### config.mk
export PLATFORM = sky130hd
export DESIGN_NAME = board_run_ctrl
export DESIGN_NICKNAME = d
export VERILOG_FILES = /design/src/rtl/board_pkg.sv /design/src/rtl/sw_debounce.sv /design/src/rtl/board_run_ctrl.sv
export SDC_FILE = /design/constraint.sdc
export NUM_CORES = 1
export LEC_CHECK = 0
export ABC_AREA = 1
export CORE_AREA = 2 2 148 150
export CTS_CLUSTER_SIZE = 12
export DETAILED_ROUTE_END_ITERATION = 6
export DIE_AREA = 0 0 150 152
export PLACE_DENSITY_LB_ADDON = 0.25
export SLEW_MARGIN = 20
export SYNTH_ARGS = -nofsm -noshare
export SYNTH_HDL_FRONTEND = slang
export SYNTH_SLANG_ARGS = --single-unit
### constraint.sdc
create_clock -name clkOld -period 2.12 [get_ports clkOld]
set_clock_uncertainty 0.2 [all_clocks]
set_input_delay 0.636 -clock clkOld [delete_from_list [all_inputs] [get_ports clkOld]]
set_output_delay 0.636 -clock clkOld [all_outputs]
set_load 0.05 [all_outputs]
### src/rtl/board_pkg.sv
// Shared types and constants for the board run controller: FSM state encoding,
// switch bit positions and the LED byte selector.
package board_pkg;

  typedef enum logic [2:0] {
    S_RESET   = 3'd0,
    S_HALT    = 3'd1,
    S_RUN     = 3'd2,
    S_STEP    = 3'd3,
    S_WAITREL = 3'd4
  } state_e;

  localparam int NUM_SW  = 4;
  localparam int SW_RUN  = 0;
  localparam int SW_STEP = 1;
  localparam int SW_SRST = 2;
  localparam int SW_PAGE = 3;

  function automatic logic [7:0] led_byte(input logic page, input logic [15:0] word);
    return page ? word[15:8] : word[7:0];
  endfunction

endpackage

### src/rtl/sw_debounce.sv
// One slide switch: 2-FF synchronizer followed by a stable-count debouncer.
// The output follows the synced input once it has differed for DEB_CYCLES cycles.
module sw_debounce #(
  parameter logic [19:0] DEB_CYCLES = 20'd500000
) (
  input  logic clk_i,
  input  logic rst_ni,
  input  logic raw_i,
  output logic deb_o
);

  logic        sync1_q, sync2_q;
  logic        deb_q, deb_d;
  logic [19:0] cnt_q, cnt_d;

  // Counter never exceeds DEB_CYCLES-1: it is cleared on acceptance or on any bounce back.
  always_comb begin
    deb_d = deb_q;
    cnt_d = '0;
    if (sync2_q != deb_q) begin
      if (cnt_q == DEB_CYCLES - 20'd1) deb_d = sync2_q;
      else                             cnt_d = cnt_q + 20'd1;
    end
  end

  always_ff @(posedge clk_i or negedge rst_ni) begin
    if (!rst_ni) begin
      sync1_q <= 1'b0;
      sync2_q <= 1'b0;
      deb_q   <= 1'b0;
      cnt_q   <= '0;
    end else begin
      sync1_q <= raw_i;
      sync2_q <= sync1_q;
      deb_q   <= deb_d;
      cnt_q   <= cnt_d;
    end
  end

  assign deb_o = deb_q;

endmodule

### src/rtl/board_run_ctrl.sv
// Board run controller: debounced switches sequence the core through reset,
// halt, free-run and single-step via a one-cycle clock-enable pulse.
module board_run_ctrl
  import board_pkg::*;
#(
  parameter logic [19:0]          DEB_CYCLES = 20'd500000,
  parameter int                   DIV_WIDTH  = 24,
  parameter logic [DIV_WIDTH-1:0] DIV_MAX    = 24'd4999999,
  parameter logic [7:0]           RST_CYCLES = 8'd16
) (
  input  logic        clkOld,
  input  logic        reset_n,
  input  logic [3:0]  switch,
  input  logic [15:0] dbg_word,
  output logic        cpu_en,
  output logic        cpu_rst_n,
  output logic [7:0]  led
);

  logic [NUM_SW-1:0]    deb_sw;
  state_e               state_q, state_d;
  logic [DIV_WIDTH-1:0] div_q, div_d;
  logic [7:0]           rstc_q, rstc_d;
  logic                 en_q, en_d;
  logic [7:0]           led_q, led_d;
  logic                 step_prev_q;
  logic                 step_rise;

  for (genvar i = 0; i < NUM_SW; i++) begin : g_deb
    sw_debounce #(.DEB_CYCLES(DEB_CYCLES)) u_deb (
      .clk_i  (clkOld),
      .rst_ni (reset_n),
      .raw_i  (switch[i]),
      .deb_o  (deb_sw[i])
    );
  end

  assign step_rise = deb_sw[SW_STEP] & ~step_prev_q;

  always_comb begin
    state_d = state_q;
    en_d    = 1'b0;
    div_d   = '0;
    rstc_d  = '0;
    if (deb_sw[SW_SRST]) begin
      // Held in reset with the count parked at zero until the switch is released.
      state_d = S_RESET;
    end else begin
      unique case (state_q)
        S_RESET: begin
          if (rstc_q == RST_CYCLES - 8'd1) state_d = S_HALT;
          else                             rstc_d  = rstc_q + 8'd1;
        end
        S_HALT: begin
          if (deb_sw[SW_RUN]) begin
            state_d = S_RUN;
          end else if (step_rise) begin
            state_d = S_STEP;
            en_d    = 1'b1;
          end
        end
        S_RUN: begin
          if (!deb_sw[SW_RUN]) begin
            state_d = S_HALT;
          end else if (div_q == DIV_MAX) begin
            en_d = 1'b1;
          end else begin
            div_d = div_q + 1'b1;
          end
        end
        S_STEP:    state_d = S_WAITREL;
        S_WAITREL: if (!deb_sw[SW_STEP]) state_d = S_HALT;
        default:   state_d = S_RESET;
      endcase
    end
    led_d = (state_d == S_RESET) ? 8'hFF : led_byte(deb_sw[SW_PAGE], dbg_word);
  end

  always_ff @(posedge clkOld or negedge reset_n) begin
    if (!reset_n) begin
      state_q     <= S_RESET;
      div_q       <= '0;
      rstc_q      <= '0;
      en_q        <= 1'b0;
      led_q       <= 8'h00;
      step_prev_q <= 1'b0;
    end else begin
      state_q     <= state_d;
      div_q       <= div_d;
      rstc_q      <= rstc_d;
      en_q        <= en_d;
      led_q       <= led_d;
      step_prev_q <= deb_sw[SW_STEP];
    end
  end

  assign cpu_en    = en_q;
  assign cpu_rst_n = (state_q != S_RESET);
  assign led       = led_q;

endmodule
==> results of run 1 <==
-- synth_stat cells --
master	n
nand3b_1	5
mux2i_1	8
nor3_1	8
xor2_1	36
a21oi_1	15
o21ai_0	9
nand3_1	89
and2_0	1
nor2_1	258
a31oi_1	2
xor2_2	1
o21bai_1	2
xnor2_1	14
buf_6	1
inv_2	3
inv_1	101
nand2_2	2
o21a_1	1
nor2_4	6
and2_1	3
dfrtp_1	137
nor3b_1	3
buf_4	1
ha_1	6
nand4_1	15
nand2_1	234
nand3_2	2
buf_2	4
nor3_2	4
nor2_2	7
-- where the power goes --
part           internal, mW  switching, mW  leakage [nW]  total, mW
Sequential             2.65         0.0204          1.86       2.67
Clock                  1.98           1.09         0.295       3.07
Combinational        0.0889          0.147          1.46      0.236
-- kinds of logic after synthesis --
family	count (synthesis)
buf+inv	110
flops	137
compound gates	29
simple gates	637
fa+ha+maj	6
xor+xnor	51
mux	8
-- final cells by class --
type                            count  area, µm²  share of cell area (%)
Multi-Input combinational cell    731       3480                    39.9
Sequential cell                   137       3430                    39.3
Clock buffer                       26        499                    5.73
Timing Repair Buffer               49        457                    5.24
Inverter                          104        390                    4.48
Tap cell                          280        350                    4.02
Clock inverter                      6        111                    1.28
-- through the flow --
stage | total power [mW] | cell area [µm²] | TNS (ps)
detailed placement | 2.96 | 8000 | 0
floorplan | 2.81 | 7320 | 0
global placement | 2.96 | 8000 | 0
finish | 5.97 | 8710 | 0
CTS | 6.06 | 8680 | -29.7
global route | 6.21 | 8710 | -29.4
-- sequential cells by signal (all words and copies together) (netlist names) --
register and flops:
state_q 3, g_deb.u_deb.cnt_q 80, step_prev_q 1, div_q 24, rstc_q 8, g_deb.u_deb.sync1_q 4, cpu_en 1, led 8
g_deb.u_deb.sync2_q 4, g_deb.u_deb.deb_o 4
-- how the worst max path moves through the flow --
| stage | slack, ps | end | cells after the start | start |
|---|---|---|---|---|
| 3_3_place_gp | 290 | led[3] | 8 | rstc_q[0] |
| 4_1_cts | -30 | cpu_rst_n | 5 | state_q[0] |
| 6_report | 30 | cpu_rst_n | 5 | state_q[1] |
| 5_1_grt | -30 | cpu_rst_n | 5 | state_q[1] |
| 2_1_floorplan | 410 | cpu_rst_n | 4 | state_q[1] |
| 3_5_place_dp | 240 | g_deb[3].u_deb.cnt_q[8] | 7 | g_deb[3].u_deb.cnt_q[0] |
-- layer usage --
metal	up-vias	global-route usage [%]
li1	3174	-
met1	2648	20.2
met2	97	23.0
met3	16	3.99
met4	0	4.81
met5	-	0
-- cell usage in the layout (no fill, tap or decap), types with 5 or more instances in the layout --
cell and count:
nor2_1 257, nand2_1 232, dfrtp_1 137, inv_1 98
nand3_1 89, xor2_1 36, buf_4 24, clkdlybuf4s50_1 20
clkbuf_16 17, nand4_1 15, a21oi_1 15, xnor2_1 14
o21ai_0 9, nor3_1 8, mux2i_1 8, nor2_4 7
nor2_2 7, inv_2 6, ha_1 6, nand3b_1 5
clkbuf_1 5
-- worst register-to-register path, stage by stage, from the launching register on --
cell	delay, ps
dfrtp_1	380
inv_2	90
nand2_4	60
nor2_4	90
buf_4	110
buf_4	90
buf_4	90
buf_4	90
buf_4	100
nand2_1	50
nand3_1	70
nand2_1	70
nand2_2	210
nand2_1	100
-- what timing repair did --
item,CTS,global route
resized for setup,5,5
pin swaps,2,1
hold endpoints to repair,26,0
setup buffers,7,2
hold buffers,1,0
setup endpoints to repair,1,9
==> flow_summary.ini, run 1 <==
[critical_path]
path_class = register to output port
reg2reg_from = state_q[1]
path_buf_inv = 3
start_kind = register
r2r_setup_slack_ps = 180
slowest_stage = dfrtp_1
worst_ep_arrival_time_ps = 1250
r2r-end = led[7]
rr_worst_depth = 13
critical_path.endpoint_type = output port
crit_path_frequent_cell = inv_2
path_max_fanout = 3
cp_cell_sequence = inv_2 -> nand2_4 -> nor2_4 -> inv_2 -> buf_8
critPathRequiredTime_ps = 1280
max_stage_delay_ps = 380
cpLargestDelayFamily = flip-flops

[final_layout]
n_antenna_cell = 0
num-nets-final = 1068
area_delta_synth_final_pct = 19.1
finish.utilization_pct = 40.8
fillers = 2229
layout.cells.non_filler = 1333
drive_above_1_share_pct = 8.17

[power]
vdd_ir_drop_max_mv = 0.448
powerDensity_nw_per_um2 = 686
p_leak_nw = 3.61

[place]
hpwl_um = 11500
portBuffers = 31
post-place-cells = 1291
place_congestion = 0.846
dp_worst_setup_slack_ps = 235

[sta]
slew_violations = 0
worst_pin_slew_ps = 424
max_slew_margin_pct = 71.7
clock.fmax_mhz = 478
finalCriticalPeriod_ps = 2090
finalCritPeriodShare_pct = 98.6
rsz0062_at_grt = yes
finalSetupViolCount = 0
final_hold_viol_count = 0
whs_ps = 153
worst_slack_ps = 30.0

[grt]
antenna_found_initial = 0
grt_max_degree = 43
grt_first_pass_wirelength_um = 27400
grt_pass1_vias = 5790
grt-ovfl-total = 0
grt_usage_pct = 14.8

[outcome]
status = completed

[synth]
syn_area_per_cell_um2 = 7.48
syn_inst = 978
ys_top_cells_by_area = dfrtp_1, nor2_1, nand2_1, nand3_1, inv_1
yosysUniqueCellTypes = 30
seq_area_frac_synth_pct = 46.9
synth_top_area_share_pct = 46.9
synthAdderAreaFrac_pct = 1.03
yosysWarnings = 0
yosys.area_share.xor_xnor_pct = 6.21
synth-simple-area-share_pct = 36.8
ys_ff_latch = 137
synth_area_um2 = 7320
synth_top_area_cell = dfrtp_1
syn-num-nets = 1006
synthMuxAreaShare_pct = 1.09
synth_top_family_by_area = simple AND/OR/NAND/NOR gates
synth_compound_area_share_pct = 2.12

[floorplanning]
pin_count = 32
fp.dieH_um = 152
core_um2 = 21400
die_w_um = 150
initial_core_util_pct = 34.3
rows = 54
design.die.area_um2 = 22800

[drt]
maxUsedRoutingLayer = met4
routed_wl_um = 15700
dr_wl_met2_um = 7000
drt_first_pass_iters = 5
vias_per_cell = 4.45
drtAntennaViolNets = 0
vias = 5935
drt-initial-drc-count = 284
drc = 0
drt-met1-wl_um = 7710
wl_per_cell_um = 11.8
wl_met3_um = 787

[clocking]
htree_levels = 4
cts_sinks = 137
cts_buffers = 17
cts_root_buf = clkbuf_16
clk_latency_ps = 430
cts_tree = yes
clk_pin_slew_ps = 50
cts_buffer_depth = 2

[min_path]
hold_end = g_deb[3].u_deb.sync2_q
min_path_type = register to register
whs_path_depth = 0
min_from = g_deb[3].u_deb.sync1_q

[run]
cap_violations = 0
No activity file was read; power rests on OpenSTA's default activity.
==> inputs of run 2 (changes only) <==
- HOLD_SLACK_MARGIN: default -> 0.15
==> results of run 2 <==
Final layout, timing and power as in run 1 (identical DEF).
==> inputs of run 3 (changes only) <==
- CELL_PAD_IN_SITES_DETAIL_PLACEMENT: default -> 1
- CELL_PAD_IN_SITES_GLOBAL_PLACEMENT: default -> 2
==> run 3 against run 2 <==
Compared with the run above: sequential share of layout area down 0.46 points; core utilization up 0.49 points; highest routed layer unchanged; global-route usage up 3.0 points; sequential cell count unchanged; critical path depth unchanged; cell count up 0.60%; critical path type unchanged; wire length up 21%; largest power group unchanged.
==> flow_summary.ini, run 3 (synthesis gave the netlist of run 1 again) <==
[outcome]
status = completed

[clocking]
cts_buffers = 17
cts_sinks = 137
cts_tree = yes
cts_root_buf = clkbuf_16
cts_buffer_depth = 2
clk_latency_ps = 430
clk_pin_slew_ps = 60
htree_levels = 4

[drt]
vias_per_cell = 4.68
drc = 0
drt-initial-drc-count = 216
routed_wl_um = 19000
drtAntennaViolNets = 0
wl_per_cell_um = 14.2
drt_first_pass_iters = 4
vias = 6278

[place]
place_congestion = 0.787
dp_worst_setup_slack_ps = 144
portBuffers = 31
place_area_um2 = 8060
hpwl_um = 14200

[final_layout]
area_delta_synth_final_pct = 20.5
n_antenna_cell = 0
design_area_um2 = 8820
largest_register_ffs = 80
num-nets-final = 1076
top_regs = g_deb.u_deb.cnt_q (80), div_q (24)
largest_register = g_deb.u_deb.cnt_q
final_common_cell = nor2_1
drive_above_1_share_pct = 9.43
final_cell_mix = nor2_1, nand2_1, dfrtp_1, inv_1, nand3_1
finish.utilization_pct = 41.3

[sta]
fin_tns_setup_ps = 0
rsz0062_at_grt = yes
clock.fmax_mhz = 478
slew_violations = 0
worst_slack_ps = 27.5
final_hold_viol_count = 0
finalCritPeriodShare_pct = 98.7
max_slew_margin_pct = 68.7
worst_pin_slew_ps = 469
finalCriticalPeriod_ps = 2090
finalSetupViolCount = 0

[grt]
grt_max_degree = 41
antenna_found_initial = 0
grt-ovfl-total = 0
grt_pass1_vias = 6668
grt_usage_pct = 17.8
grt_first_pass_wirelength_um = 32600

[critical_path]
start_kind = register
path_max_fanout = 2
critPathRequiredTime_ps = 1280
path_class = register to output port
critical_path.endpoint_type = output port
worst_ep_arrival_time_ps = 1260

[min_path]
min_path_type = register to register

[power]
clkPwrFrac_pct = 52.1
internal_power_mw = 4.71
p_total_mw = 6.10
switchingPower_mw = 1.38
combinationalPowerShare_pct = 4.1
p_leak_nw = 3.66
swShare_pct = 22.7
powerDensity_nw_per_um2 = 692
vdd_ir_drop_max_mv = 0.449
p_seq_share_pct = 43.8

[floorplanning]
design.die.area_um2 = 22800
fp.dieH_um = 152
die_w_um = 150
core_um2 = 21400
rows = 54
initial_core_util_pct = 34.3
pin_count = 32

[run]
cap_violations = 0
[run 3: stage by stage]
stage               instances  hold slack [ps]
CTS                      1336              154
floorplan                 978              131
finish                   1341              150
global route             1341              169
global placement         1295              136
detailed placement       1295              140
[run 3: repair_timing]
item,CTS,global route
hold buffers,1,0
endpoints found under the hold margin,36,0
buffers inserted,8,5
gates resized for setup,8,3
pin swaps,1,2
endpoints found under the setup margin,1,14
[run 3: critical path, cell delays in order (launching register included)]
cell and delay [ps]:
dfrtp_1 390, inv_2 90, nand2_4 60, nor2_4 90
inv_2 50, buf_8 140
[run 3: final cells by class]
type,count,area (µm²)
Tap cell,280,350
Sequential cell,137,3430
Timing Repair Buffer,57,542
Fill cell,2658,12500
Multi-Input combinational cell,731,3480
Clock buffer,17,425
Inverter,104,390
Clock inverter,15,201
[run 3: worst paths after layout]
path | start | end | slack [ps] | cells past startpoint
setup reg to reg | g_deb[3].u_deb.cnt_q[0] | g_deb[3].u_deb.cnt_q[18] | 180 | 7
min in group asynchronous | reset_n | g_deb[1].u_deb.cnt_q[11] | 500 | 2
max in group asynchronous | reset_n | led[3] | 660 | 3
hold reg to reg | g_deb[3].u_deb.sync1_q | g_deb[3].u_deb.sync2_q | 150 | 0
setup / recovery | state_q[0] | cpu_rst_n | 30 | 5
hold / removal | g_deb[3].u_deb.sync1_q | g_deb[3].u_deb.sync2_q | 150 | 0
[run 3: power by group through the flow]
stage,clock network (mW),registers [mW],logic [mW]
5_1_grt,3.40,2.67,0.283
4_1_cts,3.28,2.67,0.258
3_3_place_gp,0,2.72,0.254
6_report,3.18,2.67,0.249
3_5_place_dp,0,2.72,0.257
2_1_floorplan,0,2.74,0.0722
[run 3: per-layer routing]
layer | track usage (%) | routed length [µm] | up-vias
li1 | - | - | 3191
met1 | 23.2 | 8900 | 3017
met2 | 30.3 | 9470 | 53
met3 | 3.30 | 405 | 17
met4 | 4.90 | 212 | 0
met5 | 0 | 0 | -
